File: src/rtl/ledger_pkg.sv
// Shared types and defaults for the balance ledger.
package ledger_pkg;
  typedef enum logic {IDLE = 1'b0, HOLD = 1'b1} ledger_state_t;

  localparam int LEDGER_WIDTH       = 8;
  localparam int LEDGER_STEP        = 1;
  localparam int LEDGER_HOLD_CYCLES = 50_000_000;

  // BCD digit width and number of digits carried on bcd_digits.
  localparam int BCD_DIGIT_W = 4;
  localparam int BCD_DIGITS  = 3;
endpackage

File: src/rtl/ledger_bcd.sv
// Sequential shift-add (double dabble) binary-to-BCD converter.
// start loads a new value (restarting any conversion in progress); the
// result is latched WIDTH+1 edges after start, when busy falls and done rises.
module ledger_bcd
  import ledger_pkg::*;
#(
  parameter int WIDTH = LEDGER_WIDTH
) (
  input  logic                              clk,
  input  logic                              reset,
  input  logic                              start,
  input  logic [WIDTH-1:0]                  bin,
  output logic                              busy,
  output logic                              done,
  output logic [BCD_DIGIT_W*BCD_DIGITS-1:0] bcd
);
  localparam int BW = BCD_DIGIT_W * BCD_DIGITS;
  localparam int SW = BW + WIDTH;
  localparam int CW = $clog2(WIDTH + 1);

  logic [SW-1:0] sreg, step;
  logic [CW-1:0] cnt;

  // One dabble step: add 3 to every digit >= 5, then shift left by one.
  always_comb begin
    step = sreg;
    for (int d = 0; d < BCD_DIGITS; d++) begin
      if (step[WIDTH + BCD_DIGIT_W*d +: BCD_DIGIT_W] >= 4'd5)
        step[WIDTH + BCD_DIGIT_W*d +: BCD_DIGIT_W] =
          step[WIDTH + BCD_DIGIT_W*d +: BCD_DIGIT_W] + 4'd3;
    end
    step = step << 1;
  end

  // Load on start, shift WIDTH times, then latch the digits.
  always_ff @(posedge clk or posedge reset) begin
    if (reset) begin
      sreg <= '0;
      cnt  <= '0;
      busy <= 1'b0;
      done <= 1'b1;
      bcd  <= '0;
    end else if (start) begin
      sreg <= {{BW{1'b0}}, bin};
      cnt  <= '0;
      busy <= 1'b1;
      done <= 1'b0;
    end else if (busy) begin
      if (cnt == CW'(WIDTH)) begin
        bcd  <= sreg[SW-1 -: BW];
        busy <= 1'b0;
        done <= 1'b1;
      end else begin
        sreg <= step;
        cnt  <= cnt + 1'b1;
      end
    end
  end
endmodule

File: src/rtl/balance_ledger.sv
// Balance ledger: applies deposit/withdraw pulses to a saturating balance
// and stretches refusals into deny_led. Optional BCD readout under
// LEDGER_BCD_EN.
module balance_ledger
  import ledger_pkg::*;
#(
  parameter int WIDTH       = LEDGER_WIDTH,
  parameter int STEP        = LEDGER_STEP,
  parameter int MAX_BAL     = 2**WIDTH - 1,
  parameter int HOLD_CYCLES = LEDGER_HOLD_CYCLES
) (
  input  logic             clk,
  input  logic             reset,
  input  logic             count_up,
  input  logic             count_down,
  output logic [WIDTH-1:0] balance,
  output logic             accepted,
  output logic             denied,
  output logic             overflow,
  output logic             deny_led,
  output logic             empty,
`ifdef LEDGER_BCD_EN
  output logic [BCD_DIGIT_W*BCD_DIGITS-1:0] bcd_digits,
  output logic             bcd_valid,
`endif
  output logic             full
);
  localparam int W1  = WIDTH + 1;
  localparam int HCW = (HOLD_CYCLES > 1) ? $clog2(HOLD_CYCLES) : 1;
  localparam logic [WIDTH:0]   STEP_X    = W1'(STEP);
  localparam logic [WIDTH:0]   MAX_X     = W1'(MAX_BAL);
  localparam logic [WIDTH-1:0] STEP_N    = WIDTH'(STEP);
  localparam logic [HCW-1:0]   HOLD_LOAD = HCW'(HOLD_CYCLES - 1);

  logic [WIDTH:0]   bal_x;
  logic [WIDTH-1:0] bal_nxt;
  logic             acc_nxt, den_nxt, ovf_nxt, refuse;
  ledger_state_t    state, state_nxt;
  logic [HCW-1:0]   hold_cnt, hold_nxt;

  // Limits are evaluated one bit wider so balance+STEP cannot wrap.
  assign bal_x  = {1'b0, balance};
  assign empty  = bal_x < STEP_X;
  assign full   = (bal_x + STEP_X) > MAX_X;
  assign refuse = den_nxt | ovf_nxt;

  // Request decode: simultaneous up and down cancel with no pulse.
  always_comb begin
    bal_nxt = balance;
    acc_nxt = 1'b0;
    den_nxt = 1'b0;
    ovf_nxt = 1'b0;
    case ({count_up, count_down})
      2'b10: if (full)  ovf_nxt = 1'b1;
             else begin bal_nxt = balance + STEP_N; acc_nxt = 1'b1; end
      2'b01: if (empty) den_nxt = 1'b1;
             else begin bal_nxt = balance - STEP_N; acc_nxt = 1'b1; end
      default: ;
    endcase
  end

  // Balance and one-cycle result pulses.
  always_ff @(posedge clk or posedge reset) begin
    if (reset) begin
      balance  <= '0;
      accepted <= 1'b0;
      denied   <= 1'b0;
      overflow <= 1'b0;
    end else begin
      balance  <= bal_nxt;
      accepted <= acc_nxt;
      denied   <= den_nxt;
      overflow <= ovf_nxt;
    end
  end

  // Indicator FSM state and hold counter.
  always_ff @(posedge clk or posedge reset) begin
    if (reset) begin
      state    <= IDLE;
      hold_cnt <= '0;
    end else begin
      state    <= state_nxt;
      hold_cnt <= hold_nxt;
    end
  end

  // Any refusal (re)loads the stretch; HOLD ends once the count runs out.
  always_comb begin
    state_nxt = state;
    hold_nxt  = hold_cnt;
    case (state)
      IDLE: if (refuse) begin state_nxt = HOLD; hold_nxt = HOLD_LOAD; end
      HOLD: if (refuse)              hold_nxt  = HOLD_LOAD;
            else if (hold_cnt == '0) state_nxt = IDLE;
            else                     hold_nxt  = hold_cnt - 1'b1;
      default: state_nxt = IDLE;
    endcase
  end

  assign deny_led = (state == HOLD);

`ifdef LEDGER_BCD_EN
  logic bcd_busy, bcd_done;

  // Restart the converter on the same edge that changes balance.
  ledger_bcd #(.WIDTH(WIDTH)) u_bcd (
    .clk   (clk),
    .reset (reset),
    .start (bal_nxt != balance),
    .bin   (bal_nxt),
    .busy  (bcd_busy),
    .done  (bcd_done),
    .bcd   (bcd_digits)
  );

  assign bcd_valid = bcd_done & ~bcd_busy;
`endif
endmodule

File: config.mk
export PLATFORM = sky130hd
export DESIGN_NAME = balance_ledger
export DESIGN_NICKNAME = d
export VERILOG_FILES = /design/src/rtl/ledger_pkg.sv /design/src/rtl/ledger_bcd.sv /design/src/rtl/balance_ledger.sv
export SDC_FILE = /design/constraint.sdc
export NUM_CORES = 1
export LEC_CHECK = 0
export BUFFER_PORTS_ARGS = -buffer_cell sky130_fd_sc_hd__buf_4
export CAP_MARGIN = 0
export CORE_UTILIZATION = 58
export DETAILED_ROUTE_END_ITERATION = 6
export PLACE_DENSITY_LB_ADDON = 0.15
export SLEW_MARGIN = 5
export SYNTH_ARGS = -nofsm -noshare
export SYNTH_HDL_FRONTEND = slang
export SYNTH_SLANG_ARGS = --single-unit
File: constraint.sdc
create_clock -name clk -period 3.7 [get_ports clk]
set_input_delay 0 -clock clk [delete_from_list [all_inputs] [get_ports clk]]
set_output_delay 0 -clock clk [all_outputs]
set_load 0.01 [all_outputs]
==> metrics.yaml <==
status: "completed"
timing.final.crit_share: 0.640
yosys-top-cells-area: "dfrtp_1 42%, xor2_1 7.0%, nand2_1 6.5%"
drcViolationCount: 0
cp.arrival_ns: 2.54
rsz0062_at_grt: "no"
gp_congestion: 0.891
async_flop_share: 1.00
cpPeakStageDelay_ns: 0.50
avgSynthCellArea_sq_um: 9.35
regToRegStartpoint: "balance[0]$_DFFE_PP0P_"
crit_path_cell_trace: "inv_1 > ha_1 > nand4bb_1 > or4_4 > a21oi_2 > or2_1 > or3_1 > o2111ai_1"
finalSetupViolations: 0
area_delta_synth_final_pct: 13.3
ys_types: 53
cts_tree: "built"
cp_top_family: "simple AND/OR/NAND/NOR gates"
crit_end: "balance[1]$_DFFE_PP0P_"
row_count: 22
grt_pass1_wl_um: 7570
fmax_mhz: 422
synth_seq_cells: 38
grt_pass1_vias: 1702
crit_buf_inv: 1
slew-limit-headroom: 0.635
post-route-min-period_ns: 2.37
die_w_um: 64.5
drive_gt1_frac: 0.157
dp_cells: 299
nNetsFinal: 270
routed_wl_um: 4370
p_switching_uw: 559
vias_per_cell: 5.69
grt.total_usage: 0.236
yosysTopAreaCellShare: 0.420
finalInstanceArea_sq_um: 2560
cts_buffers: 5
p_leak_nw: 1.00
h-tree-depth: 2
final_cells: 309
fin_worst_skew_ns: 0.00654
tightest_slew_ns: 0.548
die_h_um: 64.5
clkPwrFrac: 0.268
die_area_sq_um: 4150
root_buffer: "clkbuf_8"
grt_overflow: 0
initial_core_util: 0.613
diodes: 0
clock_latency_ns: 0.30
reg2reg_to: "balance[1]$_DFFE_PP0P_"
power_density_nw_per_um2: 616
cp.depth: 8
crit_path_max_fanout: 10
synthTopCellsByCount: "39 x nand2_1, 38 x dfrtp_1, 20 x nor2_1"
crit_path_end_kind: "register"
hold_viol: 0
grt_max_degree: 39
dpl_cell_area_sq_um: 2400
seqPwrFrac: 0.443
hold_class: "in -> reg"
syn-num-nets: 252
seq_area_frac_synth: 0.420
vias: 1758
cts_buffer_depth: 2
synth_most_common_cell: "nand2_1"
cp-startpoint: "balance[0]$_DFFE_PP0P_"
dp_hpwl_um: 3040
wl_per_cell_um: 14.1
ctsHoldBuffers: 2
vdd_drop_max_uv: 390
firstDrtPassIters: 5
ys.flop_type: "dfrtp_1"
cts_sinks: 38
worstSetupPathType: "reg -> reg"
cts_resized: 0
final_util: 0.695
syn_area_sq_um: 2260
io_buffers: 17
synth_largest_area_cell: "dfrtp_1"
power.internal_mw: 1.02
critPathRequiredTime_ns: 3.88
finalWorstSetupSlack_ns: 1.33
setup_tns_ns: 0
syn_inst: 242
slew_viol_final: 0
io-pin-count: 18
switching_share: 0.354
detail-route-antenna-nets: 0
share_comb_of_total_power: 0.289
synth_edf_count: 0
cts.clk_slew.worst_paths_ns: 0.08
place_ws_ns: 1.31
holdWs_ns: 0.0611
reg2reg_depth: 8
cp_slowest_cell: "dfrtp_1"
cts_setup_buffers: 0
design_power_total_mw: 1.58
coreArea_sq_um: 3690
start_kind: "register"
antenna_found_initial: 0
drt_first_iter_violations: 87
drv_cap: 0
ff2ff_setup_slack_ns: 1.33
ys_warn_count: 0
[cell families after synthesis]
logic type / Yosys count / synth area share
xor+xnor: 27 / 0.105
fa+ha+maj: 6 / 0.0332
simple gates: 122 / 0.304
compound gates: 26 / 0.0902
buf+inv: 23 / 0.0481
flops: 38 / 0.420
[power groups by stage]
stage | clock network [mW] | logic [mW] | registers (mW)
global placement | 0 | 0.447 | 0.706
detailed placement | 0 | 0.454 | 0.709
finish | 0.423 | 0.456 | 0.700
CTS | 0.432 | 0.460 | 0.702
floorplan | 0 | 0.355 | 0.657
global route | 0.446 | 0.513 | 0.721
[worst min-delay path, cell delays in order]
cell and delay [ns]:
buf_4 0.12, inv_1 0.05, ha_1 0.12, nor2_1 0.04
[registers in the layout (all words and copies together), names as in the netlist]
name,count
hold_cnt,26
balance,8
accepted,1
denied,1
deny_led,1
overflow,1
[cell usage in the layout, fill, tap and decap left out, types with 6 or more instances in the layout]
| cell type | instances |
|---|---|
| nor2_1 | 20 |
| ha_1 | 6 |
| nand3_1 | 17 |
| dfrtp_1 | 38 |
| nand2_1 | 39 |
| inv_1 | 13 |
| xnor2_1 | 9 |
| xor2_1 | 18 |
| buf_4 | 19 |
[worst min-delay path by stage]
stage	start	to	slack (ns)	cells past startpoint
global placement	reset	overflow$_DFF_PP0_	0.14	3
CTS	count_up	accepted$_DFF_PP0_	0.06	4
global route	count_up	accepted$_DFF_PP0_	0.09	4
finish	count_up	accepted$_DFF_PP0_	0.06	4
detailed placement	reset	accepted$_DFF_PP0_	0.15	3
floorplan	count_down	accepted$_DFF_PP0_	0.17	2
[area by class of cell]
class,count,area [sq um]
fill,313,1130
inverter,13,48.8
clock inverter,3,68.8
tap,48,60.1
sequential,38,951
multi-input combinational,181,1200
timing repair buffer,21,163
clock buffer,5,68.8
[routing by layer]
metal  GRT usage  vias to the layer above  wire length [um]
met2       0.412                       21              2270
met4      0.0972                        0                61
met5           0                        -                 0
li1            -                      875                 -
met1       0.283                      855              1920
met3      0.0475                        7               113
(Power assumes the default switching activity.)
